File: config.mk
export PLATFORM = sky130hd
export DESIGN_NAME = odbiornik_uart
export DESIGN_NICKNAME = d
export VERILOG_FILES = /design/src/rtl/odbiornik_uart.sv
export SDC_FILE = /design/constraint.sdc
export NUM_CORES = 1
export LEC_CHECK = 0
export BUFFER_PORTS_ARGS = -buffer_cell sky130_fd_sc_hd__clkbuf_2
export CAP_MARGIN = 10
export CELL_PAD_IN_SITES_DETAIL_PLACEMENT = 2
export CELL_PAD_IN_SITES_GLOBAL_PLACEMENT = 2
export CORE_MARGIN = 1.5
export CORE_UTILIZATION = 42
export CTS_CLUSTER_DIAMETER = 30
export DETAILED_ROUTE_END_ITERATION = 7
export PLACE_DENSITY_LB_ADDON = 0.1
export RECOVER_POWER = 100
export SETUP_SLACK_MARGIN = 0.05
export SLEW_MARGIN = 40
export SYNTH_ARGS = -nofsm -noshare
export SYNTH_HDL_FRONTEND = slang
export SYNTH_SLANG_ARGS = --single-unit
File: constraint.sdc
create_clock -name CLK -period 2.85 [get_ports CLK]
set_input_delay 0 -clock CLK [delete_from_list [all_inputs] [get_ports CLK]]
set_output_delay 0 -clock CLK [all_outputs]
set_load 0.005 [all_outputs]
File: src/rtl/odbiornik_uart.sv
// ============================================================================
//  odbiornik_uart : UART receiver, 8 data bits LSB first, optional parity, 1 stop
//  Rev 1.0
// ============================================================================
`default_nettype none

module odbiornik_uart #(
    parameter int BIT_CYCLES = 43,
    parameter int HALF       = 21
) (
    input  logic       CLK,
    input  logic       RST_N,
    input  logic       wejscie_odb,
    input  logic       czy_parz,
    input  logic       jaki_parz,
    output logic [7:0] odebrane,
    output logic       gotowe,
    output logic       blad_parz,
    output logic       blad_stopu,
    output logic       odbior
);

    localparam int CW = $clog2(BIT_CYCLES);
    localparam logic [CW-1:0] BIT_LAST  = CW'(BIT_CYCLES - 1);
    localparam logic [CW-1:0] HALF_LAST = CW'(HALF - 1);

    typedef enum logic [2:0] {
        IDLE      = 3'd0,
        START     = 3'd1,
        DATA      = 3'd2,
        PARITY    = 3'd3,
        STOP      = 3'd4,
        WAIT_IDLE = 3'd5
    } state_t;

    state_t        state;
    logic          rx_m;
    logic          rx_s;
    logic [CW-1:0] licznik;
    logic [2:0]    bit_idx;
    logic [7:0]    shreg;
    logic          par_en;
    logic          par_odd;
    logic          par_err;
    logic          bit_end;

    assign bit_end = (licznik == BIT_LAST);

    always_ff @(posedge CLK or negedge RST_N) begin
        if (!RST_N) begin
            rx_m <= 1'b1;
            rx_s <= 1'b1;
        end else begin
            rx_m <= wejscie_odb;
            rx_s <= rx_m;
        end
    end

    always_ff @(posedge CLK or negedge RST_N) begin
        if (!RST_N) begin
            state      <= IDLE;
            licznik    <= '0;
            bit_idx    <= '0;
            shreg      <= '0;
            par_en     <= 1'b0;
            par_odd    <= 1'b0;
            par_err    <= 1'b0;
            odebrane   <= '0;
            gotowe     <= 1'b0;
            blad_parz  <= 1'b0;
            blad_stopu <= 1'b0;
            odbior     <= 1'b0;
        end else begin
            gotowe <= 1'b0;
            case (state)
                IDLE: begin
                    licznik <= '0;
                    if (!rx_s) begin
                        // Frame format is frozen here for the whole frame.
                        state   <= START;
                        par_en  <= czy_parz;
                        par_odd <= jaki_parz;
                        par_err <= 1'b0;
                        odbior  <= 1'b1;
                    end
                end
                START: begin
                    if (licznik == HALF_LAST) begin
                        licznik <= '0;
                        bit_idx <= '0;
                        if (rx_s) begin
                            state  <= IDLE;
                            odbior <= 1'b0;
                        end else begin
                            state <= DATA;
                        end
                    end else begin
                        licznik <= licznik + CW'(1);
                    end
                end
                DATA: begin
                    if (bit_end) begin
                        licznik <= '0;
                        shreg   <= {rx_s, shreg[7:1]};
                        bit_idx <= bit_idx + 3'd1;
                        if (bit_idx == 3'd7) begin
                            state <= par_en ? PARITY : STOP;
                        end
                    end else begin
                        licznik <= licznik + CW'(1);
                    end
                end
                PARITY: begin
                    if (bit_end) begin
                        licznik <= '0;
                        par_err <= rx_s != ((^shreg) ^ par_odd);
                        state   <= STOP;
                    end else begin
                        licznik <= licznik + CW'(1);
                    end
                end
                STOP: begin
                    if (bit_end) begin
                        licznik    <= '0;
                        odebrane   <= shreg;
                        blad_parz  <= par_err;
                        blad_stopu <= ~rx_s;
                        gotowe     <= 1'b1;
                        if (rx_s) begin
                            state  <= IDLE;
                            odbior <= 1'b0;
                        end else begin
                            // Line held low: wait for idle so a break is not a new start.
                            state <= WAIT_IDLE;
                        end
                    end else begin
                        licznik <= licznik + CW'(1);
                    end
                end
                WAIT_IDLE: begin
                    licznik <= '0;
                    if (rx_s) begin
                        state  <= IDLE;
                        odbior <= 1'b0;
                    end
                end
                default: begin
                    state   <= IDLE;
                    licznik <= '0;
                    odbior  <= 1'b0;
                end
            endcase
        end
    end

endmodule

`default_nettype wire

==> summary.md <==
| Metric | Value |
|---|---|
| Status | `complete, but fails checks` |
| Failing checks | `capacitance limit, slew limit` |
| Seq/Total Area, Yosys | `54.0%` |
| PortBufs | `16` |
| TritonCTS buffer count | `5` |
| Post-synth EDFFs | `0` |
| Fin Setup TNS | `0 ps` |
| Min-Delay Endpoint | `rx_m$_DFF_PN1_` |
| Antenna Violating Nets Remaining | `0` |
| Synth Area in XOR/XNOR | `under 10%` |
| Avg WL per Cell | `17.4 um` |
| Unrepaired setup endpoints after global routing | `false` |
| Initial cell density of the core | `43.3%` |
| Cells after Synth | `142` |
| Largest fanout on the critical path | `11` |
| H-tree Lvls | `2` |
| Critical path type | `reg -> reg` |
| Fin crit share | `72.8%` |
| Most common cell in the synthesized netlist | `dfrtp_1` |
| Min-Delay Path Depth | `2` |
| Worst-Margin Slew | `1990 ps` |
| Via count | `1127` |
| Tmin final | `2070 ps` |
| Primary FF master, synth | `dfrtp_1` |
| Max Slew Vio Count | `38` |
| Syn avg cell area | `12.1 um2` |
| Pwr Total | `1430 uW` |
| Root buf cell | `clkbuf_8` |
| Setup crit start | `licznik[2]$_DFF_PN0_` |
| ANT cells | `0` |
| Multiplexer area fraction after synthesis | `14.8%` |
| Later-pin clock latency in the skew report | `300 ps` |
| Core Region | `3970 um2` |
| TritonCTS Sinks | `37` |
| Yosys warns | `0` |
| Die Area | `4490 um2` |
| Global Route Usage Sum | `19.0%` |
| Synth Area in Adders | `3.64%` |
| WL final | `around 3.7 mm` |
| Fillers | `approximately 410` |
| Top post-synthesis cells by count | `dfrtp_1 (35), mux2_2 (20), xnor2_1 (11), nor2_1 (10), inv_1 (6)` |
| Main combinational cell family by area after synthesis | `multiplexers` |
| Die height | `67.0 um` |
| Detailed Route Iter0 Violations | `28` |
| Final nets | `174` |
| Fmax | `slightly below 500 MHz` |
| Normalized max-slew margin | `-32.5%` |
| Post-CTS Repair Setup Buffers | `0` |
| PwrDens | `731 nW/um2` |
| Startpoint types | `flop` |
| Hold WC Path Type | `in -> reg` |
| Max cap viols | `1` |
| DP Area | `between 1500 and 2000 um2` |
| Largest net degree at the start of global routing | `38` |
| Total grt overflow | `0` |
| Simple-Gate Fraction of Synth Area | `10.7%` |
| Post-route cell area | `about 2000 um2` |
| Async set-or-reset flop fraction in the synthesized netlist | `100%` |
| Reg2Reg Depth | `5` |
| Clk slew on worst S/H paths | `70 ps` |
| Worst slack at placement | `890 ps` |
| # setup viols final | `0` |
| First-pass GRT wire length | `6.04 mm` |
| Leakage Power | `0.000912 uW` |
| Final hold viol count | `0` |
| Initial antenna violation count | `0` |
| Remaining routing DRC violations | `0` |
| RR Endpoint | `shreg[6]$_DFFE_PN0P_` |
| Synth top area share | `50.9%` |
| Hold WS | `around 350 ps` |
| Gpl congestion | `0.779` |
| Vias in the first global route | `1223` |
| Synth area leader | `dfrtp_1` |
| Hold Path Origin | `wejscie_odb` |
| Layout cells sized above 1 | `23.6%` |
| Synth Area in Compound Gates | `7.42%` |
| Net Count, Synth | `152` |
| Flops & latches, synth | `37` |
| Area contributors post-synth | `dfrtp_1 (51%), mux2_2 (13%), xnor2_1 (5.6%)` |
| WP data arrival | `2260 ps` |
| HPWL after DPL | `2.64 mm` |
| Avg Vias per Cell | `5.24` |
| Area of the mapped netlist | `~1700 um2` |
| First-pass DRT Iterations | `3` |
| Setup Skew | `roughly 8.6 ps` |
| Num rows | `23` |
| CTS max path bufs | `2` |
| RR Startpoint | `licznik[2]$_DFF_PN0_` |
| Io pins | `17` |
| CTS tree | `done` |
| Area Growth Syn to Fin | `13.5%` |
| Worst R2R Setup Slack | `780 ps` |
| Req. time, crit path | `3030 ps` |
| VDD IR max | `0.412 mV` |
| CP Capture Type | `flop` |
| Die Wd | `~67 um` |
| PnR worst setup slack | `approximately 780 ps` |
| Number of library cell types mapped by synthesis | `33` |
==> cell usage in the layout (no fill, tap or decap), types with 5 or more instances in the layout <==
cell type   n
dfrtp_1    35
nand2_1     5
inv_1       6
nand3_1     5
nor2_1     10
mux2_2     20
clkbuf_8    6
clkbuf_1   11
ha_1        5
xnor2_1    11
clkbuf_2    6
==> how the worst max path moves through the flow <==
stage                     slack, ps                       to
after floorplan                1130     state[0]$_DFFE_PN0P_
after global placement          930  odebrane[4]$_DFFE_PN0P_
after detailed placement        890  odebrane[1]$_DFFE_PN0P_
after CTS                       880  odebrane[1]$_DFFE_PN0P_
after global routing            550     licznik[5]$_DFF_PN0_
final                           780     shreg[6]$_DFFE_PN0P_
==> worst max-delay path: stages, from the launching register on <==
cell,delay (ps)
dfrtp_1,430
nor3b_2,270
nand3_1,150
nor3_1,210
clkbuf_1,490
mux2_2,400
==> cells by family after synthesis <==
group | Yosys count
compound gates | 19
fa+ha+maj | 5
buf+inv | 12
xor+xnor | 13
simple gates | 34
flops | 37
mux | 22
==> cell type report <==
class                   instances  area [um2]  area share, %
flip-flops and latches         37         928           47.6
well taps                      50        62.6           3.21
inverters                       6        22.5           1.15
repair buffers                 21         111           5.71
clock buffers                   6        82.6           4.23
clock inverters                 2        13.8          0.705
multi-input cells              93         731           37.4
==> sequential cells by signal (all words and copies together) (netlist names) <==
register    count
bit_idx         3
blad_parz       1
blad_stopu      1
gotowe          1
licznik         6
odbior          1
odebrane        8
par_en          1
par_err         1
par_odd         1
rx_m            1
rx_s            1
shreg           8
state           3
==> routing by layer <==
layer	global-route usage, %	vias to the layer above	routed length [um]
met2	31.5	18	1930
met3	5.07	6	113
met5	0	-	0
li1	-	535	-
met4	9.18	0	71
met1	22.8	568	1630
==> repair_timing <==
item                      4_1_cts  5_1_grt
hold buffers                    4        0
hold endpoints to repair       38        0
gates resized for setup         0        0
==> metrics by stage <==
stage | utilization [%] | cells
detailed placement | 46.5 | 203
finish | 49.1 | 215
floorplan | - | 142
global route | 49.1 | 215
CTS | 49.9 | 215
global placement | 46.4 | 203
==> report_power, final <==
group | internal (uW) | total, uW | switching (uW) | leakage, uW
combinational | 153 | 346 | 193 | 0.000363
clock | 196 | 389 | 193 | 0.0000512
sequential | 585 | 691 | 107 | 0.000497
total | 933 | 1430 | 493 | 0.000912
No activity file was read; power rests on OpenSTA's default activity.
